`src/rtl/serial_compare_ctrl_if.sv`:
```
// Handshake and operand/result bundle between an operand front-end and the
// serial magnitude comparator.
interface serial_compare_ctrl_if #(
  parameter int WIDTH = 8,
  parameter int CW    = $clog2(WIDTH/2) + 1
) ();
  logic             start;
  logic [WIDTH-1:0] a;
  logic [WIDTH-1:0] b;
  logic             busy;
  logic             done;
  logic             gt;
  logic             eq;
  logic             lt;
  logic [CW-1:0]    steps;

  modport master (
    output start, a, b,
    input  busy, done, gt, eq, lt, steps
  );

  modport slave (
    input  start, a, b,
    output busy, done, gt, eq, lt, steps
  );
endinterface

```
`src/rtl/serial_compare_ctrl.sv`:
```
// Unsigned magnitude comparator that walks a 2-bit compare slice from the MSB
// pair downward and stops at the first unequal pair.
//
// state | meaning
// IDLE  | waiting for start; last result and step count held
// CMP   | one slice examined per cycle, operands shift left by 2 on a tie
// DONE  | result valid, done pulses for this single cycle
module serial_compare_ctrl #(
  parameter int WIDTH = 8,
  parameter int CW    = $clog2(WIDTH/2) + 1
) (
  input  logic                  clk,
  input  logic                  rst,
  serial_compare_ctrl_if.slave  bus
);
  typedef enum logic [1:0] {IDLE, CMP, DONE} state_t;

  localparam logic [CW-1:0] LAST_STEP = CW'(WIDTH/2);

  state_t           state;
  logic [WIDTH-1:0] ra;
  logic [WIDTH-1:0] rb;
  logic             busy_r;
  logic             done_r;
  logic             gt_r;
  logic             eq_r;
  logic             lt_r;
  logic [CW-1:0]    steps_r;

  logic             a1, a0, b1, b0;
  logic             slice_gt, slice_lt;
  logic [CW-1:0]    steps_nxt;

  assign a1 = ra[WIDTH-1];
  assign a0 = ra[WIDTH-2];
  assign b1 = rb[WIDTH-1];
  assign b0 = rb[WIDTH-2];

  assign slice_gt  = (a1 & ~b1) | (a0 & ~b1 & ~b0) | (a1 & a0 & ~b0);
  assign slice_lt  = (b1 & ~a1) | (b0 & ~a1 & ~a0) | (b1 & b0 & ~a0);
  assign steps_nxt = steps_r + CW'(1);

  always_ff @(posedge clk) begin
    if (rst) begin
      state   <= IDLE;
      ra      <= '0;
      rb      <= '0;
      busy_r  <= 1'b0;
      done_r  <= 1'b0;
      gt_r    <= 1'b0;
      eq_r    <= 1'b0;
      lt_r    <= 1'b0;
      steps_r <= '0;
    end else begin
      case (state)
        IDLE: begin
          done_r <= 1'b0;
          if (bus.start) begin
            ra      <= bus.a;
            rb      <= bus.b;
            steps_r <= '0;
            gt_r    <= 1'b0;
            eq_r    <= 1'b0;
            lt_r    <= 1'b0;
            busy_r  <= 1'b1;
            state   <= CMP;
          end
        end
        CMP: begin
          steps_r <= steps_nxt;
          if (slice_gt) begin
            gt_r   <= 1'b1;
            busy_r <= 1'b0;
            done_r <= 1'b1;
            state  <= DONE;
          end else if (slice_lt) begin
            lt_r   <= 1'b1;
            busy_r <= 1'b0;
            done_r <= 1'b1;
            state  <= DONE;
          end else if (steps_nxt == LAST_STEP) begin
            eq_r   <= 1'b1;
            busy_r <= 1'b0;
            done_r <= 1'b1;
            state  <= DONE;
          end else begin
            ra <= {ra[WIDTH-3:0], 2'b00};
            rb <= {rb[WIDTH-3:0], 2'b00};
          end
        end
        DONE: begin
          done_r <= 1'b0;
          state  <= IDLE;
        end
        default: begin
          busy_r <= 1'b0;
          done_r <= 1'b0;
          state  <= IDLE;
        end
      endcase
    end
  end

  assign bus.busy  = busy_r;
  assign bus.done  = done_r;
  assign bus.gt    = gt_r;
  assign bus.eq    = eq_r;
  assign bus.lt    = lt_r;
  assign bus.steps = steps_r;
endmodule

```
`src/flat_wrapper.sv`:
```
// flat-port wrapper written by rule: the top's interface ports become plain ports
module serial_compare_ctrl_flat 
#(
  parameter int WIDTH = 8,
  parameter int CW    = $clog2(WIDTH/2) + 1
)
  (clk, rst, bus_start, bus_a, bus_b, bus_busy, bus_done, bus_gt, bus_eq, bus_lt, bus_steps);
  serial_compare_ctrl_if #(.WIDTH(WIDTH), .CW(CW)) bus_i ();
  input  logic clk;
  input  logic rst;
  input wire logic [$bits(bus_i.start)-1:0] bus_start;
  input wire logic [$bits(bus_i.a)-1:0] bus_a;
  input wire logic [$bits(bus_i.b)-1:0] bus_b;
  output wire logic [$bits(bus_i.busy)-1:0] bus_busy;
  output wire logic [$bits(bus_i.done)-1:0] bus_done;
  output wire logic [$bits(bus_i.gt)-1:0] bus_gt;
  output wire logic [$bits(bus_i.eq)-1:0] bus_eq;
  output wire logic [$bits(bus_i.lt)-1:0] bus_lt;
  output wire logic [$bits(bus_i.steps)-1:0] bus_steps;
  assign bus_i.start = bus_start;
  assign bus_i.a = bus_a;
  assign bus_i.b = bus_b;
  assign bus_busy = bus_i.busy;
  assign bus_done = bus_i.done;
  assign bus_gt = bus_i.gt;
  assign bus_eq = bus_i.eq;
  assign bus_lt = bus_i.lt;
  assign bus_steps = bus_i.steps;
  serial_compare_ctrl #(.WIDTH(WIDTH), .CW(CW)) u_core (.clk(clk), .rst(rst), .bus(bus_i));
endmodule
```
`config.mk`:
```
export PLATFORM = sky130hd
export DESIGN_NAME = serial_compare_ctrl_flat
export DESIGN_NICKNAME = d
export VERILOG_FILES = /design/src/rtl/serial_compare_ctrl_if.sv /design/src/rtl/serial_compare_ctrl.sv /design/src/flat_wrapper.sv
export SDC_FILE = /design/constraint.sdc
export NUM_CORES = 1
export LEC_CHECK = 0
export CAP_MARGIN = 20
export CELL_PAD_IN_SITES_DETAIL_PLACEMENT = 1
export CELL_PAD_IN_SITES_GLOBAL_PLACEMENT = 1
export CORE_MARGIN = 5
export CORE_UTILIZATION = 37
export DETAILED_ROUTE_END_ITERATION = 10
export PLACE_DENSITY_LB_ADDON = 0.15
export REMOVE_ABC_BUFFERS = 1
export SETUP_SLACK_MARGIN = 0.4
export SLEW_MARGIN = 30
export SYNTH_ARGS = -nofsm -noshare
export SYNTH_HDL_FRONTEND = slang
export SYNTH_SLANG_ARGS = --single-unit
```
`constraint.sdc`:
```
create_clock -name clk -period 2.1 [get_ports clk]
set_input_delay 0.42 -clock clk [delete_from_list [all_inputs] [get_ports clk]]
set_output_delay 0.42 -clock clk [all_outputs]
set_load 0.01 [all_outputs]
```
==> results.md, run 1 <==
* Global-route wire length before repair at 5010 um
* Share of layout cells above drive strength 1 at 19.0%
* Worst-skew pair later-pin latency at 340 ps
* Row count at 21
* WL/cell at 16.7 um
* Largest net degree at the start of global routing at 26
* Clk_skew at 6.61 ps
* Max clock buf depth at 2
* Setup crit end: u_core.rb[5]
* Die Height at 67.7 um
* Largest family of logic cells by synthesized area: compound AO/OA/AOI/OAI gates
* Total Power Consumption at 1.35 mW
* WP data arrival at 2000 ps
* Tmin final at 1740 ps
* CP startpoint kind: register
* Final WS setup at 365 ps
* Max Cap Viol at 0
* Die X at 67.7 um
* Clock root cell: clkbuf_4
* CP Capture Type: register
* Final setup viols at 0
* 1st-iter DRT viols at 35
* Worst R2R End: u_core.rb[5]
* R2R Setup Slk at 360 ps
* Clock Power Share at 20.0%
* Syn avg cell area at 9.55 sq um
* Synth Area in XOR/XNOR at 2.13%
* CTS tree: yes
* Slew @ Worst Pin at 516 ps
* Placed Cells at 196
* Via count at 1,089
* RR Startpoint: u_core.bus.steps[0]
* DR vias/cell at 5.34
* Clock transition at path regs at 150 ps
* Layout area overhead at 38.2%
* Congestion Overflow GR at 0
* Simple-gate share of the synthesized area at 15.0%
* Dpl cell area at 1510 sq um
* Initial DRT Pass Iterations at 4
* Worst hold path class: register to register
* Slew margin rel. at 65.5%
* Non-Filler Instances at 204
* Sequential fraction of design power at 45.1%
* I/O pins at 27
* Crit path depth at 5
* Placeable Area at 3280 sq um
* Clock sink count at 26
* Pre-CTS setup slack at 308 ps
* Period utilization at 82.6%
* Initial antenna violation count at 0
* Status: completed
* Vias in the first global route at 1,107
* Top delay family on crit path: compound AO/OA/AOI/OAI gates
* # diodes at 0
* Combinational Power Share at 34.9%
* Nets at 180
* Synth area leader: dfxtp_1
* Switching Power at 0.465 mW
* Sequential fraction of the synthesis area at 42.2%
* Fraction of the mapped netlist area in adder cells at 2.03%
* Crit-path cells: ha_4 > xor2_2 > a2111o_1 > clkbuf_16 > a221oi_2
* Peak Freq at 0.576 GHz
* Largest stage delay, worst path at 480 ps
* PortBufs at 26
* H-tree Lvls at 1
* DRC at 0
* CTS buffer count at 3
* Compound-Gate Fraction of Synth Area at 21.0%
* Internal Pwr Total at 0.889 mW
* Post-synth top area share at 42.2%
* Hold-fix buffers, CTS at 0
* Die area at 4590 sq um
* Most frequent cells in the layout: 23 x nor2_1, 23 x dfxtp_1, 22 x clkdlybuf4s50_1, 12 x mux2i_1, 9 x a221oi_2
* Hold Slack at 483 ps
* Warnings, synthesis at 0
* Worst endpoint required time at 2360 ps
* Starting density of the core at 37.5%
* R2r worst-path depth at 5
* Critical path origin: u_core.bus.steps[0]
* Sw frac at 34.3%
* Final HPWL DP at 2120 um
* Crit Path Category: register to register
* RSZ-0062 raised after global routing: yes
* Design Area, Final at 1700 sq um
* Mux cell area share after synthesis at 10.7%
* Total power divided by cell area at 795 nW/um^2
* Synthesized flop and latch total at 26
* Ranking of synthesized cells by area: dfxtp_1 42%, mux2i_1 9.7%, nor2_1 7.0%, a221oi_2 6.1%, a221oi_1 5.0%
* Slew Viols, Final at 0
* Final wirelength at 3400 um
* GRT Util Overall at 14.8%
* Post-route ant nets at 0
* Cells after Synth at 129
* Count of cell types in the netlist at 29
* Placer congestion estimate at 0.725
* CP max stage cell: a2111o_1
* Static Leakage at 0.762 nW
* Final design utilization at 51.8%
* Setup TNS at 0 ps
* CP Buf/Inv Count at 1
* Fin. Hold Viols at 0
* Crit-path max FO at 8
* Peak supply drop at 0.000336 V
* Mapped Area at 1230 sq um
## worst register-to-register path: cells and delay by family, from the launching register on
kind            cells  cell delay (ps)
flops               1              390
compound gates      2              740
fa+ha+maj           1              170
buf+inv             1              220
xor+xnor            1              150
## cell type report
type                            instances  area (sq um)
Sequential cell                        26           532
Fill cell                             380          1580
Multi-Input combinational cell         91           706
Inverter                                3          11.3
Clock buffer                            4          36.3
Timing Repair Buffer                   34           360
Tap cell                               46          57.6
## layer usage
| metal | vias to the layer above | track usage, % | share of wire (%) |
|---|---|---|---|
| met3 | 5 | 3.83 | 4.1 |
| met4 | 0 | 6.08 | 1.4 |
| met5 | - | 0 | 0 |
| li1 | 522 | - | - |
| met2 | 20 | 25.4 | 51 |
| met1 | 542 | 17.3 | 43 |
## flip-flops by register name (all words and copies together), names as in the netlist
| register | flops |
|---|---|
| u_core.bus.done | 1 |
| u_core.bus.busy | 1 |
| u_core.bus.eq | 1 |
| u_core.bus.lt | 1 |
| u_core.rb | 8 |
| u_core.ra | 8 |
| u_core.bus.steps | 3 |
| u_core.state | 2 |
| u_core.bus.gt | 1 |
## cells by family after synthesis
group | after synthesis
muxes | 13
buffers and inverters | 13
DFF | 26
xor gates and xnor gates | 3
AOI/OAI and AO/OA | 30
adders and majority gates | 2
and+or+nand+nor | 42
## power groups by stage
| stage | combinational [mW] | sequential, mW | clock, mW |
|---|---|---|---|
| after floorplan | 0.240 | 0.613 | 0 |
| after global placement | 0.373 | 0.616 | 0 |
| after detailed placement | 0.383 | 0.621 | 0 |
| after CTS | 0.386 | 0.610 | 0.274 |
| after global routing | 0.519 | 0.621 | 0.292 |
| final | 0.473 | 0.611 | 0.271 |
## worst min path at each step
stage	end	start	cells after the start
floorplan	u_core.ra[0]	u_core.ra[0]	2
global placement	u_core.rb[1]	u_core.rb[1]	2
detailed placement	u_core.ra[0]	u_core.ra[0]	2
CTS	u_core.ra[0]	u_core.ra[0]	2
global route	u_core.rb[0]	u_core.rb[0]	2
finish	u_core.ra[1]	u_core.ra[1]	2
## synth_stat cells (all sizes together)
cell type,n
and2,2
nand3,4
o21bai,1
nor2b,1
nor3,2
o31a,1
nand2b,3
or2,1
o21ai,3
a32oi,2
inv,3
mux2,1
a2111o,1
a21oi,6
clkbuf,3
a22oi,3
o311a,1
nand2,6
mux2i,12
xor2,3
buf,7
ha,2
nor2,23
dfxtp,26
a221oi,12
## timing repair
item	in CTS	in global routing
hold endpoints to repair	0	0
resized for setup	6	18
endpoints found under the setup margin	19	14
setup buffers	0	2
cloned	0	2
pin swaps	1	1
No activity file was read; power rests on OpenSTA's default activity.
==> run 2, diff against run 1 <==
--- a/config.mk
+++ b/config.mk
@@ -9,7 +9,7 @@
 export CELL_PAD_IN_SITES_DETAIL_PLACEMENT = 1
 export CELL_PAD_IN_SITES_GLOBAL_PLACEMENT = 1
 export CORE_MARGIN = 5
-export CORE_UTILIZATION = 37
+export CORE_UTILIZATION = 33
 export DETAILED_ROUTE_END_ITERATION = 10
 export PLACE_DENSITY_LB_ADDON = 0.15
 export REMOVE_ABC_BUFFERS = 1
==> constraint.sdc (replaced) <==
create_clock -name clk -period 1.45 [get_ports clk]
set_input_delay 0.29 -clock clk [delete_from_list [all_inputs] [get_ports clk]]
set_output_delay 0.29 -clock clk [all_outputs]
set_load 0.01 [all_outputs]
==> results.md, run 2 (same netlist as run 1, synthesis figures left out) <==
* Nets at 202
* Clock root cell: clkbuf_8
* Dpl cell area at 1650 sq um
* Peak supply drop at 0.000773 V
* Crit-path max FO at 8
* Slew Viols, Final at 0
* Slew @ Worst Pin at 303 ps
* Die Height at 71.1 um
* Crit Path Category: register to register
* Layout area overhead at 69.6%
* Setup TNS at -4010 ps
* Worst endpoint required time at 1640 ps
* # diodes at 0
* CP max stage cell: a2111o_1
* CP Buf/Inv Count at 2
* Crit path depth at 6
* Die area at 5060 sq um
* Design Area, Final at 2090 sq um
* Max Cap Viol at 0
* Global-route wire length before repair at 6400 um
* Clock transition at path regs at 90 ps
* Critical path origin: u_core.bus.steps[1]
* WHS Path Cells at 2
* Top delay family on crit path: compound AO/OA/AOI/OAI gates
* Vias in the first global route at 1,333
* Total Power Consumption at 2.30 mW
* Largest net degree at the start of global routing at 26
* Final WS setup at -286 ps
* Slew margin rel. at 79.3%
* CP Capture Type: register
* Fillers at 394
* Crit-path cells: ha_4 > xor2_2 > a2111o_1 > buf_12 > buf_16 > a221oi_2
* Clk_skew at 4.08 ps
* Tmin final at 1740 ps
* Worst hold path class: register to register
* Worst-skew pair later-pin latency at 280 ps
* I/O pins at 27
* Sequential Area at 538 sq um
* Clock sink count at 26
* Hold Startpoint: u_core.rb[0]
* Share of layout cells above drive strength 1 at 45.8%
* Status: finished, violations left
* Most frequent cells in the layout: 22 x nor2_1, 20 x buf_6, 17 x clkdlybuf4s50_1, 14 x dfxtp_1, 13 x buf_4
* Starting density of the core at 33.9%
* Most common cell after layout, fill and taps aside: nor2_1
* Largest stage delay, worst path at 440 ps
* GRT Util Overall at 16.4%
* Row count at 22
* Final HPWL DP at 2380 um
* Initial DRT Pass Iterations at 2
* RSZ-0062 raised after global routing: yes
* Placeable Area at 3630 sq um
* Congestion Overflow GR at 0
* CTS buffer count at 3
* Hold Slack at 481 ps
* R2R Setup Slk at -290 ps
* RR Startpoint: u_core.bus.steps[1]
* CP startpoint kind: register
* Pre-CTS setup slack at -297 ps
* Static Leakage at 0.908 nW
* H-tree Lvls at 1
* Total power divided by cell area at 1100 nW/um^2
* Fin. Hold Viols at 0
* WL/cell at 18.1 um
* DR vias/cell at 5.24
* Via count at 1,190
* Failing checks: setup timing
* Non-Filler Instances at 227
* PortBufs at 26
* Placer congestion estimate at 0.731
* Placed Cells at 211
* Multi-input gate area at 800 sq um
* Peak Freq at 0.576 GHz
* Post-route ant nets at 0
* Period utilization at 120%
* Initial antenna violation count at 0
* 1st-iter DRT viols at 70
* R2r worst-path depth at 6
* Final design utilization at 57.5%
* Die X at 71.1 um
* Max clock buf depth at 2
* CTS tree: yes
* Final wirelength at 4100 um
* WP data arrival at 1920 ps
* DRC at 0
* Final setup viols at 17
## run 2: cell types whose count changed in the layout (fill, tap and decap cells not counted), moves of 3 or more
cell / before / now
buf_6: 1 / 20
dfxtp_2: 0 / 11
dfxtp_1: 23 / 14
buf_4: 5 / 13
clkdlybuf4s50_1: 22 / 17
a221oi_1: 3 / 0
a22oi_1: 3 / 0
a22oi_2: 0 / 3
buf_12: 1 / 4
clkbuf_4: 3 / 0
## run 2: final cells by class
type                    count  area share (%)
repair buffers             57            30.6
flip-flops and latches     26            25.7
clock buffers               3            1.97
multi-input cells          90            38.2
well taps                  48            2.87
inverters                   3           0.539
## run 2: final timing paths
check                 end
max          u_core.rb[4]
max reg2reg  u_core.rb[4]
min          u_core.rb[0]
min reg2reg  u_core.rb[0]
## run 2: metal layers
| metal | vias to the layer above | GRT usage, % | part of all wire (%) | wire [um] |
|---|---|---|---|---|
| li1 | 571 | - | - | - |
| met1 | 592 | 17.0 | 40 | 1650 |
| met2 | 21 | 30.7 | 55 | 2250 |
| met3 | 6 | 4.83 | 3.8 | 156 |
| met4 | 0 | 6.05 | 1.1 | 46 |
| met5 | - | 0 | 0 | 0 |
## run 2: tightest hold or removal path: stages (launching register included)
cell and delay (ps):
dfxtp_1 320, nand3_1 70, a21oi_1 50
## run 2: power by group
group / internal [mW] / total [mW] / switching (mW)
registers: 0.816 / 0.883 / 0.0668
clock network: 0.187 / 0.423 / 0.236
logic: 0.517 / 0.991 / 0.474
## run 2: repair_timing
item / CTS / global route
hold buffers: 0 / 0
resized for setup: 78 / 22
hold endpoints to repair: 0 / 0
setup endpoints to repair: 34 / 34
setup buffers: 9 / 2
pin swaps: 15 / 1
gates cloned: 2 / 0
==> run 3, diff against run 2 <==
--- a/config.mk
+++ b/config.mk
@@ -8,9 +8,9 @@
 export CAP_MARGIN = 20
 export CELL_PAD_IN_SITES_DETAIL_PLACEMENT = 1
 export CELL_PAD_IN_SITES_GLOBAL_PLACEMENT = 1
-export CORE_MARGIN = 5
 export CORE_UTILIZATION = 33
 export DETAILED_ROUTE_END_ITERATION = 10
+export GPL_ROUTABILITY_DRIVEN = 0
 export PLACE_DENSITY_LB_ADDON = 0.15
 export REMOVE_ABC_BUFFERS = 1
 export SETUP_SLACK_MARGIN = 0.4
==> results.md, run 3 (same netlist as run 1, synthesis figures left out) <==
* Clock sink count at 26
* Fin. Hold Viols at 0
* Most frequent cells in the layout: 22 x nor2_1, 18 x buf_6, 17 x clkdlybuf4s50_1, 15 x dfxtp_1, 14 x buf_4
* Fillers at 383
* CP Buf/Inv Count at 2
* Slew Viols, Final at 0
* Most common cell after layout, fill and taps aside: nor2_1
* Total Power Consumption at 2.38 mW
* WP data arrival at 1880 ps
* Slew @ Worst Pin at 351 ps
* # diodes at 0
* Congestion Overflow GR at 0
* Failing checks: setup timing
* PortBufs at 26
* Die area at 3980 sq um
* R2R Setup Slk at -250 ps
* H-tree Lvls at 1
* GRT Util Overall at 22.3%
* Worst hold path class: register to register
* Clock transition at path regs at 90 ps
* Row count at 21
* Largest stage delay, worst path at 420 ps
* Switching Power at 0.829 mW
* I/O pins at 27
* Max Cap Viol at 0
* Period utilization at 117%
* Setup TNS at -3400 ps
* CTS tree: yes
* Total power divided by cell area at 1120 nW/um^2
* DRC at 0
* CP max stage cell: a2111o_1
* Peak supply drop at 0.000606 V
* Initial antenna violation count at 0
* Final HPWL DP at 2310 um
* Final WS setup at -253 ps
* RR Startpoint: u_core.bus.steps[1]
* Largest net degree at the start of global routing at 26
* Starting density of the core at 35.5%
* Max clock buf depth at 2
* Clock root cell: clkbuf_8
* Tmin final at 1700 ps
* Via count at 1,189
* R2r worst-path depth at 6
* CP startpoint kind: register
* RSZ-0062 raised after global routing: yes
* Worst-skew pair later-pin latency at 270 ps
* Hold Startpoint: u_core.rb[0]
* Global-route wire length before repair at 6820 um
* Clock Power Share at 17.1%
* Top delay family on crit path: compound AO/OA/AOI/OAI gates
* Nets at 204
* Crit-path cells: ha_4 > xor2_2 > a2111o_1 > buf_6 > buf_16 > a221oi_4
* CTS buffer count at 3
* Final setup viols at 17
* CP Capture Type: register
* Die Height at 63.1 um
* Placeable Area at 3470 sq um
* WHS Path Cells at 2
* WL/cell at 19.0 um
* 1st-iter DRT viols at 53
* Vias in the first global route at 1,338
* Crit-path max FO at 4
* Layout area overhead at 73.3%
* Sw frac at 34.8%
* Share of layout cells above drive strength 1 at 49.7%
* Hold-fix buffers, CTS at 0
* Status: finished, violations left
* Worst endpoint required time at 1630 ps
* DR vias/cell at 5.24
* Hold EP: u_core.rb[0]
* Sequential fraction of design power at 37.2%
* Slew margin rel. at 75.9%
* Crit Path Category: register to register
* Initial DRT Pass Iterations at 4
* Final wirelength at 4300 um
* Internal Pwr Total at 1.55 mW
* Clk_skew at 8.84 ps
* Peak Freq at 0.587 GHz
* Combinational Power Share at 45.7%
* Die X at 63.1 um
* Worst R2R End: u_core.ra[6]
* Static Leakage at 0.911 nW
* Post-route ant nets at 0
==> run 3: final cells by class <==
cell class	count	area [sq um]	share of cell area [%]
clock buffers	3	41.3	1.93
repair buffers	58	617	28.9
well taps	46	57.6	2.69
flip-flops and latches	26	534	25.0
inverters	3	11.3	0.527
multi-input cells	91	875	40.9
==> run 3: what timing repair did <==
item	CTS	global route
gates resized for setup	96	9
pin swaps	24	5
hold endpoints to repair	0	0
gates cloned	3	0
endpoints found under the setup margin	34	31
buffers inserted	9	3
==> run 3: metal layers <==
layer | track usage [%] | vias to the layer above | wire length [um]
met5 | 0 | - | 0
met4 | 4.94 | 0 | 37
met3 | 2.90 | 4 | 100
met2 | 41.7 | 22 | 2340
met1 | 26.6 | 591 | 1830
li1 | - | 572 | -
==> run 3: worst max-delay path by stage <==
stage               slack (ps)                start  cells past startpoint           end
global placement          -220  u_core.bus.steps[0]                      5  u_core.ra[4]
floorplan                 -610      u_core.state[1]                      4  u_core.ra[2]
finish                    -250  u_core.bus.steps[1]                      6  u_core.ra[6]
global route              -310  u_core.bus.steps[1]                      6  u_core.ra[6]
CTS                       -210  u_core.bus.steps[1]                      6  u_core.rb[2]
detailed placement        -290  u_core.bus.steps[0]                      5  u_core.ra[2]
==> run 3: power groups by stage <==
stage          Combinational (mW)  Sequential [mW]  Clock [mW]
2_1_floorplan               0.347            0.888           0
6_report                     1.09            0.887       0.408
5_1_grt                      1.16            0.895       0.443
4_1_cts                     0.983            0.876       0.415
3_3_place_gp                0.669            0.873           0
3_5_place_dp                0.697            0.880           0
==> run 3: per-stage QoR <==
| stage | hold WS [ps] | utilization [%] | setup slack, ps | instance area (sq um) | std cells |
|---|---|---|---|---|---|
| finish | 480 | 61.6 | -253 | 2140 | 227 |
| global route | 499 | 61.6 | -314 | 2140 | 227 |
| CTS | 480 | 59.1 | -214 | 2050 | 224 |
| detailed placement | 463 | 47.5 | -285 | 1650 | 209 |
| global placement | 451 | 47.5 | -217 | 1650 | 209 |
| floorplan | 356 | - | -612 | 1160 | 119 |
==> run 3: worst reg2reg max path, stage by stage, from the launching register on <==
cell and delay [ps]:
dfxtp_2 350, ha_4 170, xor2_2 150, a2111o_1 420, buf_6 160, buf_16 130
a221oi_4 230
